==> src/rtl/acct_shadow_bank_if.sv <==
// Register bus carrying one 32-bit access per valid/ready handshake.
// The slave side (modport in) answers with combinational rdata/error/ready.
interface REG_BUS #(
    parameter int unsigned ADDR_WIDTH = 32,
    parameter int unsigned DATA_WIDTH = 32
);
    logic [ADDR_WIDTH-1:0] addr;
    logic                  write;
    logic [DATA_WIDTH-1:0] wdata;
    logic                  valid;
    logic [DATA_WIDTH-1:0] rdata;
    logic                  error;
    logic                  ready;

    modport in  (input addr, write, wdata, valid, output rdata, error, ready);
    modport out (output addr, write, wdata, valid, input rdata, error, ready);
endinterface

==> src/rtl/acct_shadow_bank.sv <==
// Shadow/active access-control register bank with an atomic per-slave commit FSM.
// Optional macro ACCT_VIOL_CNT_EN adds the saturating violation counter, sticky flag and irq.
module acct_shadow_bank #(
    parameter int unsigned NB_SLAVE        = 3,
    parameter int unsigned WORDS_PER_SLAVE = 3,
    parameter logic [31:0] RESET_VAL       = 32'hFFFF_FFFF,
    parameter int unsigned VIOL_CNT_W      = 16
) (
    input  logic                                          clk_i,
    input  logic                                          rst_ni,
    input  logic [2*NB_SLAVE-1:0]                         reglk_ctrl_i,
    output logic [NB_SLAVE-1:0][32*WORDS_PER_SLAVE-1:0]   acc_ctrl_o,
    output logic                                          commit_done_o,
    output logic                                          viol_irq_o,
    REG_BUS.in                                            external_bus_io
);
    localparam int unsigned PTR_W = (NB_SLAVE > 1) ? $clog2(NB_SLAVE) : 1;
    localparam int unsigned ACT_BASE = 64;
    localparam int unsigned CTRL_IDX = 128;
    localparam int unsigned STAT_IDX = 129;

    typedef enum logic [1:0] {IDLE, COPY, DONE} state_e;

    state_e                                     state_q, state_d;
    logic [PTR_W-1:0]                           ptr_q, ptr_d;
    logic [NB_SLAVE-1:0][32*WORDS_PER_SLAVE-1:0] shadow_q, shadow_d;
    logic [NB_SLAVE-1:0][32*WORDS_PER_SLAVE-1:0] active_q, active_d;

    logic [NB_SLAVE-1:0][WORDS_PER_SLAVE-1:0]   sel_sh, sel_ac;
    logic [7:0]                                 idx;
    logic                                       is_ctrl, is_stat;
    logic                                       wr, ctrl_wr, viol;
    logic [31:0]                                rdata, status;
    logic [VIOL_CNT_W-1:0]                      viol_cnt;
    logic                                       viol_flag;
    logic                                       unused_addr;

    assign idx         = external_bus_io.addr[9:2];
    assign unused_addr = ^{external_bus_io.addr[31:10], external_bus_io.addr[1:0]};
    assign is_ctrl     = (int'(idx) == CTRL_IDX);
    assign is_stat     = (int'(idx) == STAT_IDX);

    always_comb begin
        sel_sh = '0;
        sel_ac = '0;
        for (int i = 0; i < NB_SLAVE; i++) begin
            for (int k = 0; k < WORDS_PER_SLAVE; k++) begin
                sel_sh[i][k] = (int'(idx) == i*WORDS_PER_SLAVE + k);
                sel_ac[i][k] = (int'(idx) == ACT_BASE + i*WORDS_PER_SLAVE + k);
            end
        end
    end

    // Bus is stalled for the whole COPY phase so the shadow cannot change mid-commit.
    assign external_bus_io.ready = (state_q != COPY);
    assign wr      = external_bus_io.valid & external_bus_io.ready & external_bus_io.write;
    assign ctrl_wr = wr & is_ctrl;

    always_comb begin
        state_d  = state_q;
        ptr_d    = ptr_q;
        shadow_d = shadow_q;
        active_d = active_q;
        viol     = 1'b0;
        for (int i = 0; i < NB_SLAVE; i++) begin
            if (wr && (|sel_sh[i])) begin
                if (reglk_ctrl_i[2*i+1]) begin
                    viol = 1'b1;
                end else begin
                    for (int k = 0; k < WORDS_PER_SLAVE; k++) begin
                        if (sel_sh[i][k]) shadow_d[i][32*k +: 32] = external_bus_io.wdata;
                    end
                end
            end
        end
        case (state_q)
            IDLE: begin
                if (ctrl_wr && external_bus_io.wdata[0]) begin
                    ptr_d   = '0;
                    state_d = COPY;
                end
            end
            COPY: begin
                // Lock is sampled per slave, so a lock raised mid-commit hits later slaves only.
                for (int i = 0; i < NB_SLAVE; i++) begin
                    if (ptr_q == PTR_W'(i) && !reglk_ctrl_i[2*i+1]) active_d[i] = shadow_q[i];
                end
                ptr_d = ptr_q + PTR_W'(1);
                if (ptr_q == PTR_W'(NB_SLAVE-1)) state_d = DONE;
            end
            DONE:    state_d = IDLE;
            default: state_d = IDLE;
        endcase
    end

    always_ff @(posedge clk_i) begin
        if (!rst_ni) begin
            state_q  <= IDLE;
            ptr_q    <= '0;
            shadow_q <= {(NB_SLAVE*WORDS_PER_SLAVE){RESET_VAL}};
            active_q <= {(NB_SLAVE*WORDS_PER_SLAVE){RESET_VAL}};
        end else begin
            state_q  <= state_d;
            ptr_q    <= ptr_d;
            shadow_q <= shadow_d;
            active_q <= active_d;
        end
    end

`ifdef ACCT_VIOL_CNT_EN
    logic [VIOL_CNT_W-1:0] cnt_q, cnt_d;
    logic                  flag_q, flag_d;

    always_comb begin
        cnt_d  = cnt_q;
        flag_d = flag_q;
        if (ctrl_wr && external_bus_io.wdata[1]) begin
            cnt_d  = '0;
            flag_d = 1'b0;
        end else if (viol) begin
            flag_d = 1'b1;
            if (cnt_q != '1) cnt_d = cnt_q + VIOL_CNT_W'(1);
        end
    end

    always_ff @(posedge clk_i) begin
        if (!rst_ni) begin
            cnt_q  <= '0;
            flag_q <= 1'b0;
        end else begin
            cnt_q  <= cnt_d;
            flag_q <= flag_d;
        end
    end

    assign viol_cnt  = cnt_q;
    assign viol_flag = flag_q;
`else
    logic unused_viol;
    assign unused_viol = viol;
    assign viol_cnt    = '0;
    assign viol_flag   = 1'b0;
`endif

    always_comb begin
        status                       = '0;
        status[0]                    = (state_q != IDLE);
        status[1]                    = viol_flag;
        status[16 +: VIOL_CNT_W]     = viol_cnt;
    end

    always_comb begin
        rdata = '0;
        for (int i = 0; i < NB_SLAVE; i++) begin
            for (int k = 0; k < WORDS_PER_SLAVE; k++) begin
                if (sel_sh[i][k] && !reglk_ctrl_i[2*i]) rdata = shadow_q[i][32*k +: 32];
                if (sel_ac[i][k] && !reglk_ctrl_i[2*i]) rdata = active_q[i][32*k +: 32];
            end
        end
        if (is_stat) rdata = status;
    end

    assign external_bus_io.rdata = rdata;
    assign external_bus_io.error = ~((|sel_sh) | (|sel_ac) | is_ctrl | is_stat);
    assign acc_ctrl_o            = active_q;
    assign commit_done_o         = (state_q == DONE);
    assign viol_irq_o            = viol_flag;
endmodule

==> src/flat_wrapper.sv <==
// flat-port wrapper written by rule: the top's interface ports become plain ports
module acct_shadow_bank_flat 
#(
    parameter int unsigned NB_SLAVE        = 3,
    parameter int unsigned WORDS_PER_SLAVE = 3,
    parameter logic [31:0] RESET_VAL       = 32'hFFFF_FFFF,
    parameter int unsigned VIOL_CNT_W      = 16
)
  (clk_i, rst_ni, reglk_ctrl_i, acc_ctrl_o, commit_done_o, viol_irq_o, external_bus_io_addr, external_bus_io_write, external_bus_io_wdata, external_bus_io_valid, external_bus_io_rdata, external_bus_io_error, external_bus_io_ready);
  REG_BUS #(.ADDR_WIDTH(32), .DATA_WIDTH(32)) external_bus_io_i ();
  input  logic clk_i;
  input  logic rst_ni;
  input  logic [2*NB_SLAVE-1:0] reglk_ctrl_i;
  output logic [NB_SLAVE-1:0][32*WORDS_PER_SLAVE-1:0] acc_ctrl_o;
  output logic commit_done_o;
  output logic viol_irq_o;
  input wire logic [$bits(external_bus_io_i.addr)-1:0] external_bus_io_addr;
  input wire logic [$bits(external_bus_io_i.write)-1:0] external_bus_io_write;
  input wire logic [$bits(external_bus_io_i.wdata)-1:0] external_bus_io_wdata;
  input wire logic [$bits(external_bus_io_i.valid)-1:0] external_bus_io_valid;
  output wire logic [$bits(external_bus_io_i.rdata)-1:0] external_bus_io_rdata;
  output wire logic [$bits(external_bus_io_i.error)-1:0] external_bus_io_error;
  output wire logic [$bits(external_bus_io_i.ready)-1:0] external_bus_io_ready;
  assign external_bus_io_i.addr = external_bus_io_addr;
  assign external_bus_io_i.write = external_bus_io_write;
  assign external_bus_io_i.wdata = external_bus_io_wdata;
  assign external_bus_io_i.valid = external_bus_io_valid;
  assign external_bus_io_rdata = external_bus_io_i.rdata;
  assign external_bus_io_error = external_bus_io_i.error;
  assign external_bus_io_ready = external_bus_io_i.ready;
  acct_shadow_bank #(.NB_SLAVE(NB_SLAVE), .WORDS_PER_SLAVE(WORDS_PER_SLAVE), .RESET_VAL(RESET_VAL), .VIOL_CNT_W(VIOL_CNT_W)) u_core (.clk_i(clk_i), .rst_ni(rst_ni), .reglk_ctrl_i(reglk_ctrl_i), .acc_ctrl_o(acc_ctrl_o), .commit_done_o(commit_done_o), .viol_irq_o(viol_irq_o), .external_bus_io(external_bus_io_i));
endmodule
==> config.mk <==
export PLATFORM = sky130hd
export DESIGN_NAME = acct_shadow_bank_flat
export DESIGN_NICKNAME = d
export VERILOG_FILES = /design/src/rtl/acct_shadow_bank_if.sv /design/src/rtl/acct_shadow_bank.sv /design/src/flat_wrapper.sv
export SDC_FILE = /design/constraint.sdc
export NUM_CORES = 2
export LEC_CHECK = 0
export CORE_MARGIN = 1
export CORE_UTILIZATION = 54
export DETAILED_ROUTE_END_ITERATION = 6
export PLACE_DENSITY = 0.87
export SYNTH_ARGS = -nofsm -noshare
export SYNTH_HDL_FRONTEND = slang
export SYNTH_SLANG_ARGS = --single-unit
==> constraint.sdc <==
create_clock -name clk_i -period 6.3 [get_ports clk_i]
set_clock_uncertainty 0.05 [all_clocks]
set_input_delay 1.89 -clock clk_i [delete_from_list [all_inputs] [get_ports clk_i]]
set_output_delay 1.89 -clock clk_i [all_outputs]
set_load 0.005 [all_outputs]
==> summary.md <==
| Metric | Value |
|---|---|
| Status | `finished with violations` |
| Failing checks | `design-rule violations, negative setup slack` |
| Starting Density | `54.8%` |
| Multi-input gate area | `13,400 sq um` |
| Tmin final | `6310 ps` |
| Max Cap Viol | `0` |
| CTS Sinks | `580` |
| Average size of a mapped cell | `7.43 sq um` |
| Peak VDD IR | `0.178 mV` |
| WP data required | `4360 ps` |
| Die Width | `219 microns` |
| DRC Markers | `9` |
| CTS max path bufs | `3` |
| Hold depth | `2` |
| Netlist Area Pre-Place | `25,500 sq um` |
| Post-Synth Adder-Cell Area | `0.147%` |
| Critical-path maximum fanout | `6` |
| Hold Fails Final Rpt | `0` |
| FILL cells | `3,254` |
| # H-tree levels | `2` |
| WP data arrival | `4370 ps` |
| Count of cell types in the netlist | `77` |
| Ys async rst share | `0%` |
| Worst Reg-to-Reg Cells | `6` |
| Final Instance Area | `35,200 sq um` |
| Buffers on Ports | `372` |
| Worst Tran Pin Value | `1190 ps` |
| Reg-to-reg endpoint | `u_core.acc_ctrl_o[99]$_SDFFE_PN1P_` |
| Storage cell area | `11,600 sq um` |
| Initial antenna violation count | `14` |
| Clock latency on the worst-skew pair | `640 ps` |
| Rel. slew slack | `20.6%` |
| Seq/Total Area, Yosys | `45.5%` |
| R2R Setup Slk | `3440 ps` |
| Total CTS buffers | `57` |
| Clock transition at path regs | `60 ps` |
| Core Util, Final | `75.5%` |
| Pwr/cell area | `220 nW/um^2` |
| Main combinational cell family by area after synthesis | `simple AND/OR/NAND/NOR gates` |
| Wire per inst | `26.6 microns` |
| Period utilization | `100%` |
| Ranking of synthesized cells by area | `dfxtp_1 45%, nand2_1 18%, nand3_1 12%` |
| Cell Rows | `79` |
| Area growth from synthesis to layout | `37.7%` |
| WP buf/inv | `8` |
| Total Power | `0.00774 W` |
| Area of placed instances | `31,700 sq um` |
| Via density | `6.75` |
| I/O pin total | `398` |
| Slew Viols, Final | `0` |
| Crit path largest cell delay | `420 ps` |
| Total Neg Setup Slack | `-26.2 ps` |
| Critical Path, Cell by Cell | `clkdlybuf4s15_1, buf_6, buf_8, buf_6, or3_4, nor3_4, buf_4, buf_6, a21oi_1, a31oi_2, buf_4, a211oi_2, dlygate4sd2_1` |
| R2R Path Start | `u_core.state_q[0]$_SDFFE_PN0P_` |
| Hold Startpoint | `u_core.shadow_q[216]$_SDFFE_PN1P_` |
| Post-Synth XOR/XNOR Area | `0%` |
| Layout cells sized above 1 | `17.4%` |
| CP Capture Type | `output pin` |
| Compound-Gate Fraction of Synth Area | `12.7%` |
| Area leader, netlist | `dfxtp_1` |
| Half-perimeter wire length after placement | `79,300 microns` |
| Worst Hold Class | `flip-flop to flip-flop` |
| CP dominant cell by count | `buf_6` |
| Critical path class | `input port to output pin` |
| Post-Synthesis Cells | `3,436` |
| FMAX | `158 MHz` |
| DIE AREA | `48,100 sq um` |
| Placer Congestion | `1.03` |
| Initial DRC count | `6,157` |
| Core region area | `46,600 sq um` |
| Endpoints failing setup | `3` |
| Clk Tree Root Cell | `clkbuf_16` |
| Mux cell area share after synthesis | `2.33%` |
| Hold endpoint | `u_core.shadow_q[216]$_SDFFE_PN1P_` |
| NumNets Final | `4,056` |
| Ys flop type | `dfxtp_1` |
| Final wirelength | `123,000 microns` |
| DRT Pass-1 Iters | `7` |
| Number of global-route vias before repair | `28,700` |
| Die height | `219 microns` |
| CP top delay family | `buffers and inverters` |
| Synth warn | `0` |
| Grt total ovfl | `0` |
| Vias | `31,300` |
| Synth Register Bits | `580` |
| Final ANT Viol Nets | `0` |
| First-pass GRT wire length | `177,000 microns` |
| Most common cell in the netlist | `nand2_1` |
| Pin count of the biggest net entering global routing | `146` |
| Gr usage total | `49.6%` |
| Worst path slowest cell | `or3_4` |
| Area share of the leading cell type in the synthesized netlist | `45.5%` |
| Startpoint types | `input port` |
| Most common library cells after synthesis | `1,195 x nand2_1, 592 x nand3_1, 580 x dfxtp_1, 226 x clkbuf_1, 78 x o21ai_0` |
| Syn_nets | `3,513` |
| LEAKAGE | `16.1 nW` |
| Hold slack | `433 ps` |
| Simple-Gate Fraction of Synth Area | `33.8%` |
| Final worst slack | `-11.7 ps` |
| EDFF count, synth | `0` |
| Post-CTS Hold Buffers | `0` |
| TritonCTS clock tree | `done` |
==> metrics by stage <==
| step | cells | setup WS [ps] |
|---|---|---|
| after floorplan | 3436 | 575 |
| after global placement | 4443 | -683 |
| after detailed placement | 4443 | -719 |
| after CTS | 4616 | 0.905 |
| after global routing | 4631 | -110 |
| final | 4637 | -11.7 |
==> flip-flops by register name (all words and copies together), names as in the netlist <==
register	flops
u_core.acc_ctrl_o	288
u_core.state_q	2
u_core.ptr_q	2
u_core.shadow_q	288
==> cell families after synthesis <==
group,after synthesis
DFF,580
muxes,57
AOI/OAI and AO/OA,471
other,1
adders and majority gates,3
and+or+nand+nor,1994
buffers and inverters,330
==> layer usage <==
metal  wire length, microns  GRT usage [%]  vias up
met5                    127              0        -
met2                  50600           71.2     3160
met1                  39700           60.0    14300
met3                  20000           16.5      918
li1                       -              -    12900
met4                  12700           40.5       10
==> what timing repair did <==
item / CTS / global route
pin swaps: 67 / 42
gates cloned: 1 / 0
setup buffers: 73 / 14
endpoints found under the setup margin: 32 / 23
resized for setup: 231 / 65
==> tightest hold or removal path, stage by stage (launching register included) <==
cell     delay (ps)
dfxtp_1         320
nand2_1          60
nand3_1          60
==> cell type report <==
cell class / instances / area share, %
multi-input combinational: 2526 / 38.1
clock buffer: 78 / 4.71
inverter: 11 / 0.117
antenna: 10 / 0.0712
clock inverter: 22 / 0.712
tap: 607 / 2.16
sequential: 580 / 33.0
timing repair buffer: 803 / 21.1
==> layout by cell type (no fill, tap or decap), types with 57 or more instances in the layout <==
cell type | netlist | routed
a22oi_1 | 75 | 72
clkbuf_16 | 0 | 57
nor2_1 | 72 | 58
nand2_1 | 1195 | 1189
nand3_1 | 592 | 591
dfxtp_1 | 580 | 580
clkdlybuf4s50_1 | 0 | 329
a21oi_1 | 71 | 62
buf_4 | 2 | 362
o21ai_0 | 78 | 66
==> how the worst max path moves through the flow <==
stage	start	to	slack [ps]	depth (start not counted)
2_1_floorplan	external_bus_io_addr[9]	external_bus_io_rdata[9]	570	9
3_3_place_gp	external_bus_io_addr[4]	external_bus_io_rdata[12]	-680	12
3_5_place_dp	external_bus_io_addr[4]	external_bus_io_rdata[13]	-720	12
4_1_cts	external_bus_io_addr[3]	external_bus_io_rdata[1]	0.9	13
5_1_grt	external_bus_io_addr[3]	external_bus_io_rdata[23]	-110	13
6_report	external_bus_io_addr[3]	external_bus_io_rdata[12]	-10	13
==> power by group <==
part | total (W) | internal, W | leakage, nW | switching [W]
Sequential | 0.00367 | 0.00367 | 4.70 | 0.00000142
Combinational | 0.000513 | 0.000188 | 10.5 | 0.000325
Clock | 0.00356 | 0.00203 | 0.945 | 0.00153
Total | 0.00774 | 0.00589 | 16.1 | 0.00186
Note: power is estimated with default switching activity, not from simulation.
